**config.mk**
```make
export PLATFORM = sky130hd
export DESIGN_NAME = pe_tile_config_regs_flat
export DESIGN_NICKNAME = d
export VERILOG_FILES = /design/src/rtl/pe_tile_config_regs_pkg.sv /design/src/rtl/pe_tile_config_regs_if.sv /design/src/rtl/pe_tile_config_regs_decode.sv /design/src/rtl/pe_tile_config_regs.sv /design/src/flat_wrapper.sv
export SDC_FILE = /design/constraint.sdc
export NUM_CORES = 1
export LEC_CHECK = 0
export BUFFER_PORTS_ARGS = -buffer_cell sky130_fd_sc_hd__buf_2
export CORE_MARGIN = 8
export CORE_UTILIZATION = 45
export CTS_CLUSTER_DIAMETER = 60
export DETAILED_ROUTE_END_ITERATION = 8
export PLACE_DENSITY = 0.66
export SYNTH_ARGS = -nofsm -noshare
export SYNTH_HDL_FRONTEND = slang
export SYNTH_SLANG_ARGS = --single-unit
```
**constraint.sdc**
```tcl
create_clock -name clk -period 2.8 [get_ports clk]
set_input_delay 0.42 -clock clk [delete_from_list [all_inputs] [get_ports clk]]
set_output_delay 0.42 -clock clk [all_outputs]
set_load 0.05 [all_outputs]
```
**src/rtl/pe_tile_config_regs_pkg.sv**
```systemverilog
// Shared definitions for the PE tile configuration register bank:
// special reg_id codes and the commit FSM state encoding.
package pe_tile_cfg_pkg;

  localparam int unsigned ADDR_W  = 32;
  localparam int unsigned DATA_W  = 32;
  localparam int unsigned REGID_W = 16;

  localparam logic [REGID_W-1:0] REG_ID_COMMIT = 16'hFFFF;
  localparam logic [REGID_W-1:0] REG_ID_ABORT  = 16'hFFFE;
  localparam logic [REGID_W-1:0] REG_ID_STATUS = 16'hFFFD;

  typedef enum logic [0:0] {
    ST_IDLE   = 1'b0,
    ST_COMMIT = 1'b1
  } cfg_state_e;

endpackage

```
**src/rtl/pe_tile_config_regs_if.sv**
```systemverilog
// Configuration command bus: valid/ready command channel plus registered
// readback. master = config source, slave = register bank.
interface pe_tile_config_regs_if;
  import pe_tile_cfg_pkg::*;

  logic              config_valid;
  logic              config_ready;
  logic              config_we;
  logic [ADDR_W-1:0] config_addr;
  logic [DATA_W-1:0] config_data;
  logic [DATA_W-1:0] read_data;
  logic              read_valid;

  modport master (
    output config_valid, config_we, config_addr, config_data,
    input  config_ready, read_data, read_valid
  );

  modport slave (
    input  config_valid, config_we, config_addr, config_data,
    output config_ready, read_data, read_valid
  );

endinterface

```
**src/rtl/pe_tile_config_regs_decode.sv**
```systemverilog
// cfg_addr_decode: combinational decode of a configuration address.
// Ports: tile_id/addr/we in; match_c, reg_idx_c and one-hot-ish command
// class flags out. All class flags are already qualified by the tile match,
// and illegal_c covers any matching access that is not a legal operation.
module cfg_addr_decode
  import pe_tile_cfg_pkg::*;
#(
  parameter int unsigned NUM_REGS = 4,
  parameter int unsigned IDX_W    = 2
) (
  input  logic [15:0]       tile_id,
  input  logic [ADDR_W-1:0] addr,
  input  logic              we,
  output logic              match_c,
  output logic [IDX_W-1:0]  reg_idx_c,
  output logic              is_reg_c,
  output logic              is_commit_c,
  output logic              is_abort_c,
  output logic              is_status_c,
  output logic              illegal_c
);

  logic [REGID_W-1:0] reg_id;

  always_comb begin
    reg_id      = addr[REGID_W-1:0];
    match_c     = (addr[ADDR_W-1:REGID_W] == tile_id);
    reg_idx_c   = IDX_W'(reg_id);
    is_reg_c    = match_c && (reg_id < REGID_W'(NUM_REGS));
    // commit/abort are write-only commands, status is read-only
    is_commit_c = match_c && we  && (reg_id == REG_ID_COMMIT);
    is_abort_c  = match_c && we  && (reg_id == REG_ID_ABORT);
    is_status_c = match_c && !we && (reg_id == REG_ID_STATUS);
    illegal_c   = match_c && !(is_reg_c || is_commit_c || is_abort_c || is_status_c);
  end

endmodule

```
**src/rtl/pe_tile_config_regs.sv**
```systemverilog
// pe_tile_config_regs: configuration register bank for one PE tile.
// Writes land in shadow registers and set a dirty bit; a commit command walks
// the bank one register per cycle copying dirty shadows into the active
// registers that drive the tile.
// Ports: clk, reset (async active-low), tile_id, cfg (command bus slave),
// cfg_out (active regs, reg i at [i*REG_WIDTH +: REG_WIDTH]), config_en
// (per-reg update pulse), busy (commit walk in progress), cfg_err (sticky).
module pe_tile_config_regs
  import pe_tile_cfg_pkg::*;
#(
  parameter int unsigned NUM_REGS  = 4,
  parameter int unsigned REG_WIDTH = 32,
  parameter int unsigned TILE_ID_W = 16
) (
  input  logic                          clk,
  input  logic                          reset,
  input  logic [TILE_ID_W-1:0]          tile_id,
  pe_tile_config_regs_if.slave          cfg,
  output logic [NUM_REGS*REG_WIDTH-1:0] cfg_out,
  output logic [NUM_REGS-1:0]           config_en,
  output logic                          busy,
  output logic                          cfg_err
);

  localparam int unsigned IDX_W = (NUM_REGS > 1) ? $clog2(NUM_REGS) : 1;

  typedef logic [NUM_REGS-1:0][REG_WIDTH-1:0] reg_bank_t;

  cfg_state_e         state_q, state_d;
  logic [IDX_W-1:0]   k_q, k_d;
  reg_bank_t          shadow_q, shadow_d;
  reg_bank_t          active_q, active_d;
  logic [NUM_REGS-1:0] dirty_q, dirty_d;
  logic [NUM_REGS-1:0] en_q, en_d;
  logic               ready_q, ready_d;
  logic               busy_q, busy_d;
  logic               err_q, err_d;
  logic               rvalid_q, rvalid_d;
  logic [DATA_W-1:0]  rdata_q, rdata_d;

  logic               match_c, is_reg_c, is_commit_c, is_abort_c, is_status_c, illegal_c;
  logic [IDX_W-1:0]   reg_idx_c;
  logic               accept_c;

  cfg_addr_decode #(
    .NUM_REGS (NUM_REGS),
    .IDX_W    (IDX_W)
  ) u_decode (
    .tile_id     (tile_id),
    .addr        (cfg.config_addr),
    .we          (cfg.config_we),
    .match_c     (match_c),
    .reg_idx_c   (reg_idx_c),
    .is_reg_c    (is_reg_c),
    .is_commit_c (is_commit_c),
    .is_abort_c  (is_abort_c),
    .is_status_c (is_status_c),
    .illegal_c   (illegal_c)
  );

  assign accept_c = cfg.config_valid && ready_q;

  // Next-state: command handling in IDLE, one-register-per-cycle walk in COMMIT
  always_comb begin
    state_d  = state_q;
    k_d      = k_q;
    shadow_d = shadow_q;
    active_d = active_q;
    dirty_d  = dirty_q;
    en_d     = '0;
    err_d    = err_q;
    rvalid_d = 1'b0;
    rdata_d  = rdata_q;

    unique case (state_q)
      ST_IDLE: begin
        if (accept_c && match_c) begin
          if (is_reg_c) begin
            if (cfg.config_we) begin
              shadow_d[reg_idx_c] = cfg.config_data[REG_WIDTH-1:0];
              dirty_d[reg_idx_c]  = 1'b1;
            end else begin
              rvalid_d = 1'b1;
              rdata_d  = DATA_W'(active_q[reg_idx_c]);
            end
          end
          if (is_status_c) begin
            rvalid_d = 1'b1;
            rdata_d  = DATA_W'(dirty_q);
          end
          if (is_commit_c) begin
            state_d = ST_COMMIT;
            k_d     = '0;
          end
          if (is_abort_c) begin
            shadow_d = active_q;
            dirty_d  = '0;
          end
          if (illegal_c) begin
            err_d = 1'b1;
            if (!cfg.config_we) begin
              rvalid_d = 1'b1;
              rdata_d  = '0;
            end
          end
        end
      end
      ST_COMMIT: begin
        if (dirty_q[k_q]) begin
          active_d[k_q] = shadow_q[k_q];
          dirty_d[k_q]  = 1'b0;
          en_d[k_q]     = 1'b1;
        end
        if (k_q == IDX_W'(NUM_REGS - 1)) begin
          state_d = ST_IDLE;
        end else begin
          k_d = k_q + IDX_W'(1);
        end
      end
      default: state_d = ST_IDLE;
    endcase

    // handshake/status flags track the state being entered so they stay registered
    ready_d = (state_d == ST_IDLE);
    busy_d  = (state_d == ST_COMMIT);
  end

  always_ff @(posedge clk or negedge reset) begin
    if (!reset) begin
      state_q  <= ST_IDLE;
      k_q      <= '0;
      shadow_q <= '0;
      active_q <= '0;
      dirty_q  <= '0;
      en_q     <= '0;
      ready_q  <= 1'b1;
      busy_q   <= 1'b0;
      err_q    <= 1'b0;
      rvalid_q <= 1'b0;
      rdata_q  <= '0;
    end else begin
      state_q  <= state_d;
      k_q      <= k_d;
      shadow_q <= shadow_d;
      active_q <= active_d;
      dirty_q  <= dirty_d;
      en_q     <= en_d;
      ready_q  <= ready_d;
      busy_q   <= busy_d;
      err_q    <= err_d;
      rvalid_q <= rvalid_d;
      rdata_q  <= rdata_d;
    end
  end

  assign cfg.config_ready = ready_q;
  assign cfg.read_valid   = rvalid_q;
  assign cfg.read_data    = rdata_q;
  assign cfg_out          = active_q;
  assign config_en        = en_q;
  assign busy             = busy_q;
  assign cfg_err          = err_q;

endmodule

```
**src/flat_wrapper.sv**
```systemverilog
// flat-port wrapper written by rule: the top's interface ports become plain ports
module pe_tile_config_regs_flat import pe_tile_cfg_pkg::*;
#(
  parameter int unsigned NUM_REGS  = 4,
  parameter int unsigned REG_WIDTH = 32,
  parameter int unsigned TILE_ID_W = 16
)
  (clk, reset, tile_id, cfg_out, config_en, busy, cfg_err, cfg_config_valid, cfg_config_we, cfg_config_addr, cfg_config_data, cfg_config_ready, cfg_read_data, cfg_read_valid);
  pe_tile_config_regs_if cfg_i ();
  input  logic clk;
  input  logic reset;
  input  logic [TILE_ID_W-1:0] tile_id;
  output logic [NUM_REGS*REG_WIDTH-1:0] cfg_out;
  output logic [NUM_REGS-1:0] config_en;
  output logic busy;
  output logic cfg_err;
  input wire logic [$bits(cfg_i.config_valid)-1:0] cfg_config_valid;
  input wire logic [$bits(cfg_i.config_we)-1:0] cfg_config_we;
  input wire logic [$bits(cfg_i.config_addr)-1:0] cfg_config_addr;
  input wire logic [$bits(cfg_i.config_data)-1:0] cfg_config_data;
  output wire logic [$bits(cfg_i.config_ready)-1:0] cfg_config_ready;
  output wire logic [$bits(cfg_i.read_data)-1:0] cfg_read_data;
  output wire logic [$bits(cfg_i.read_valid)-1:0] cfg_read_valid;
  assign cfg_i.config_valid = cfg_config_valid;
  assign cfg_i.config_we = cfg_config_we;
  assign cfg_i.config_addr = cfg_config_addr;
  assign cfg_i.config_data = cfg_config_data;
  assign cfg_config_ready = cfg_i.config_ready;
  assign cfg_read_data = cfg_i.read_data;
  assign cfg_read_valid = cfg_i.read_valid;
  pe_tile_config_regs #(.NUM_REGS(NUM_REGS), .REG_WIDTH(REG_WIDTH), .TILE_ID_W(TILE_ID_W)) u_core (.clk(clk), .reset(reset), .tile_id(tile_id), .cfg(cfg_i), .cfg_out(cfg_out), .config_en(config_en), .busy(busy), .cfg_err(cfg_err));
endmodule
```
# Word-level counts from Yosys, hierarchy flattened
# Cells that the tools add are included.
dict set report op_classes {
  add_sub_neg 1
  multipliers 0
  n_div 0
  order_cmp 5
  eq_ne 11
  shifts 0
  n_mux 47
  bitwise 5
  n_reduce_logical 24
}
# cell count
set op_table {}
lappend op_table {{$mux 128} 3}
lappend op_table {{$mux 32} 9}
lappend op_table {{$bwmux 128} 2}
lappend op_table {{$bmux 32 s2} 2}
lappend op_table {{$demux 32 s2} 2}
lappend op_table {{$eq 16x16->1 const B} 3}
lappend op_table {{$mux 4} 7}
lappend op_table {{$eq 16x16->1} 1}
lappend op_table {{$lt 16x3->1 const B} 1}
lappend op_table {{$mux 1} 13}
lappend op_table {{$logic_and 1x1->1} 11}
lappend op_table {{$pmux 4 s2} 1}
lappend op_table {{$reduce_and 4->1} 2}
lappend op_table {{$lt 2x3->1 const B} 2}
lappend op_table {{$mux 2} 3}
lappend op_table {{$reduce_and 3->1} 2}
lappend op_table {{$and 4x4->4} 1}
lappend op_table {{$demux 1 s2} 2}
lappend op_table {{$ge 2x1->1 const B} 2}
lappend op_table {{$ne 2x1->1 const B} 2}
lappend op_table {{$ne 2x2->1 const B} 2}
lappend op_table {{$not 4->4} 1}
lappend op_table {{$or 4x4->4} 1}
lappend op_table {{$pmux 2 s2} 1}
lappend op_table {{11 further kinds} 17}
dict set report totals {
  regBits 302
  latchBits 0
  ramBits 0
  romBits 0
  inputBits 84
  output_inout_bits 168
  mem_count 0
}

# Depth between registers and ports, before layout
dict set report logic_depth {
  ltp_word 11
  mapped_depth 11
  depth_no_buf 7
}

# Modules after synthesis
# A second synthesis with hierarchy kept.
dict set report unflattened {
  cells_unflattened 1158
  area_unflattened_um2 14448.9
}
# mod n_inst cells_each area_each_um2 seq_area_each_um2
set modules_own_cells {}
lappend modules_own_cells {pe_tile_config_regs 1 1114 14144.8 7558.5}
lappend modules_own_cells {cfg_addr_decode 1 44 304.0 0.0}

# Worst setup path after synthesis
# Ideal clock, no wire load.
dict set report synth_timing {
  path_kind {register to register}
  startpoint {reg u_core.k_q[0]}
  endpoint {reg u_core.active_q, in the netlist u_core.cfg_out[10]}
  setup_ps 125
  arrival_time_ps 2134
  required_ps 2675
  setup_slack_ps 541
  stages_incl_launch_ff 8
  n_path_buf 3
  path_cell_list {dfrtp_1 > buf_2 > buf_1 > inv_1 > ha_1 > nand2_1 > buf_2 > mux2_2}
}
dict set report synth_via {
  elab_chain_cells 5
  word_cells_on_any_way 11
}
# element line_no
set synth_lines {}
lappend synth_lines {{from (decl)} pe_tile_config_regs.sv:30} ;# logic [IDX_W-1:0] k_q, k_d;
lappend synth_lines {{from (signal assigned)} pe_tile_config_regs.sv:143} ;# k_q <= k_d;
lappend synth_lines {{$lt 2x3->1 (implied by the code) / $ge 2x1->1 (equally long branches)} pe_tile_config_regs.sv:110} ;# active_d[k_q] = shadow_q[k_q];
lappend synth_lines {{$logic_and 1x1->1 (implied by the code)} pe_tile_config_regs.sv:110}
lappend synth_lines {{$mux 32 (implied by the code)} pe_tile_config_regs.sv:110}
lappend synth_lines {{$demux 32 s2} --}
lappend synth_lines {{$bwmux 128} pe_tile_config_regs.sv:110}
lappend synth_lines {{to (signal assigned)} pe_tile_config_regs.sv:145} ;# active_q <= active_d;
lappend synth_lines {{to (decl)} pe_tile_config_regs.sv:32} ;# reg_bank_t active_q, active_d;
# Several ways; a longest one is shown, not always the timed one. The select of a mux whose other input is x is not followed.
# A chain may end at the register's enable or synchronous reset.

# Worst setup path in the final report
dict set report layout_timing {
  startpoint {reg u_core.k_q[1]}
  endpoint {reg u_core.active_q, in the netlist u_core.cfg_out[57]}
}
# The elaborated chain is that of the path after synthesis.

==> impl_results.md <==
* First-pass GRT wire length at between 60 and 70 mm
* Initial DRC count at approximately 680
* Share of cells above drive strength 1 at between 40% and 50%
* Vias post-DR at ~11,000
* Max VDD drop at 418 uV
* Post-route antenna net violation count at 0
* Pre-CTS setup slack at ~330 ps
* Post-DP Area at 0.0163 sq mm
* Ys async rst share at 100%
* Setup Skew at 13.8 ps
* Critical Path Fanout Max at 13
* Tightest Pin Transition at slightly below 700 ps
* Post-synth top area cell: dfrtp_1
* Nets@finish at between 1,000 and 1,500
* Post-route setup slack at slightly below 500 ps
* Area grow syn2layout at 21.4%
* RSZ-0062 raised after global routing: false
* Critical Path RT at between 3000 and 4000 ps
* Worst r2r src: u_core.k_q[1]
* Max-cap viol count at 0
* Critical Path Sink Type: register
* DIE WIDTH at 195 um
* Yosys top cell area share at approximately 52%
* CP startpoint: u_core.k_q[1]
* Seq cells post-synth at a little over 300
* Largest net degree at the start of global routing at between 80 and 90
* Die Y at 195 um
* Dpl hpwl at 28.9 mm
* Worst R2R Path Depth at 5
* Warnings from Yosys at 0
* Post-synthesis sequential area ratio at between 50% and 60%
* Mapped Area at between 0.01 and 0.015 sq mm
* I/O pin total at roughly 250
* Worst Setup Path Type: register to register
* Standard-cell rows at 65
* Die area at ~0.038 sq mm
* Maximum clock path buffer count at 3
* Worst setup endpoint: u_core.cfg_out[57]
* Synth Net Count at between 1,000 and 1,500
* Gr usage total at a little under a quarter
* Number of distinct library cells after synthesis at 39
* TNS Setup at 0 ps
* Total power at approximately 9.2 mW
* Final Hold Viols at 0
* Worst slew margin at between 50% and 60%
* Final Wtd Congestion at between 0.7 and 0.8
* Final setup violation count at 0
* Number of synthesized flops with an enable pin at 0
* Pleak at 8.47 nW
* Initial antenna violation count at 3
* PwrDens at approximately 530 mW/mm^2
* Clock-pin slew on the worst setup and hold paths at 60 ps
* CTS tree: done
* Clk sinks at 302
* Post-Route WL at 43.1 mm
* HP Class: primary input to register
* Maximum clock rate at around 0.43 GHz
* R2r setup slk at approximately 480 ps
* Top post-synthesis cells by area: dfrtp_1 52%, mux2_2 13%, mux4_2 10%, a22oi_1 5.0%, o21ai_0 3.2%
* Mapped Avg Cell Area at 12.6 sq um
* Vias per cell at 5.93
* GRT Residual Overflow at 0
* Part of the cycle the worst path needs at 82.7%
* CTS Hold Buffers Added at 1
* Residual DRC at 0
* # H-tree levels at 2
* Mapped Cells at between 1,000 and 1,500
* FF-to-FF End: u_core.cfg_out[57]
* Layout Cell Area excl Fill at between 0.015 and 0.02 sq mm
* Pins Over Slew Limit at 0
* Root Driver: clkbuf_16
* Worst Hold Slack at 259 ps
* Critical path startpoint category: register
* Cts repair resizes at 0
* Initial Util at between 40 and 50%
* First-pass DRT Iterations at 5
* Postcts setup bufs at 0
* CTS Buf Count at 35
* I/O Buffers at ~250
* Core ar. at about 0.031 sq mm
* Min Tclk post-route at 2320 ps
* Vias in the first global route at about 11,000
* Status: finished, final reports clean
* Routed len/inst at around 24 um
* Ys flop type: dfrtp_1
* HP Start: cfg_config_data[11]
* Worst EP arrival at about 2700 ps
* Clock latency at the later pin of the worst-skew pair at just over 500 ps
-- registers in the layout, summed over array words and instances (netlist names) --
| register | count |
|---|---|
| u_core.cfg_out | 128 |
| u_core.shadow_q | 128 |
| u_core.cfg.read_data | 32 |
| u_core.config_en | 4 |
| u_core.dirty_q | 4 |
| u_core.k_q | 2 |
| u_core.cfg.config_ready | 1 |
| u_core.cfg.read_valid | 1 |
| u_core.cfg_err | 1 |
| u_core.state_q | 1 |
-- metal layers --
metal  wire (um)  global-route usage, %
met5          34                      0
met4        1230                   7.38
met3        2750                   5.03
met2       21100                   37.3
met1       18000                   29.6
-- cell usage in the layout, fill, tap and decap left out, drive strengths merged, types with 3 or more instances in the layout --
| cell | netlist | final |
|---|---|---|
| o21ai | 98 | 98 |
| mux4 | 65 | 65 |
| dfrtp | 301 | 301 |
| mux2 | 160 | 160 |
| inv | 15 | 16 |
| ha | 4 | 4 |
| a21oi | 80 | 80 |
| nor2b | 30 | 30 |
| clkinv | 0 | 8 |
| o2111ai | 3 | 3 |
| nand3b | 3 | 3 |
| xnor2 | 16 | 16 |
| and2 | 5 | 5 |
| mux2i | 34 | 34 |
| nor4 | 5 | 5 |
| buf | 45 | 306 |
| nor2 | 6 | 6 |
| a22oi | 96 | 96 |
| clkbuf | 46 | 52 |
| nand4 | 9 | 9 |
| nand2 | 105 | 105 |
-- logic make-up after synthesis --
group | synth area share [%]
flops | 52.6
compound gates | 11.7
mux | 25.1
simple gates | 5.58
buf+inv | 3.71
xor+xnor | 0.976
fa+ha+maj | 0.348
-- power breakdown --
part	total, mW	switching (mW)	internal, mW
combinational	0.404	0.261	0.143
sequential	4.36	0.00000844	4.36
clock	4.42	1.81	2.61
total	9.19	2.07	7.12
-- worst max-delay path, cell delays in order (launching register included) --
cell and delay, ps:
dfrtp_2 580, mux4_2 350, and2_1 270, nand2_2 340, buf_4 280, mux2_2 360
-- worst min-delay path by stage --
stage,endpoint,slack [ps],depth (start not counted)
6_report,u_core.shadow_q[43],260,3
5_1_grt,u_core.shadow_q[15],260,3
4_1_cts,u_core.shadow_q[43],240,3
3_5_place_dp,u_core.shadow_q[111],470,2
3_3_place_gp,u_core.shadow_q[115],460,2
2_1_floorplan,u_core.cfg.read_data[0],120,0
-- through the flow --
stage | cells | utilization, %
6_report | 1817 | 55.4
5_1_grt | 1816 | 55.4
4_1_cts | 1816 | 55.4
3_5_place_dp | 1753 | 51.8
3_3_place_gp | 1753 | 51.8
2_1_floorplan | 1136 | -
-- Yosys cell counts (3+ instances only) --
| master | instances |
|---|---|
| mux2_2 | 160 |
| dfrtp_1 | 301 |
| and2_1 | 4 |
| nand2_1 | 105 |
| buf_6 | 8 |
| a21oi_1 | 80 |
| clkbuf_1 | 42 |
| xnor2_1 | 16 |
| a22oi_1 | 96 |
| ha_1 | 4 |
| clkbuf_2 | 4 |
| o21ai_1 | 6 |
| nor2b_1 | 30 |
| inv_1 | 15 |
| o2111ai_1 | 3 |
| mux2i_1 | 34 |
| o21ai_0 | 91 |
| nor4_1 | 4 |
| buf_4 | 10 |
| buf_2 | 26 |
| mux4_2 | 65 |
| nand3b_1 | 3 |
| nand4_1 | 9 |
| nor2_1 | 5 |
-- layout make-up --
| class | count | area [sq um] |
|---|---|---|
| clock inverters | 10 | 63.8 |
| repair buffers | 307 | 1830 |
| clock buffers | 52 | 1050 |
| well taps | 402 | 503 |
| inverters | 15 | 56.3 |
| multi-input cells | 728 | 6370 |
| flip-flops and latches | 302 | 7560 |
| diodes | 1 | 2.50 |
| fillers | 2720 | 14000 |
No activity file was read; power rests on OpenSTA's default activity.
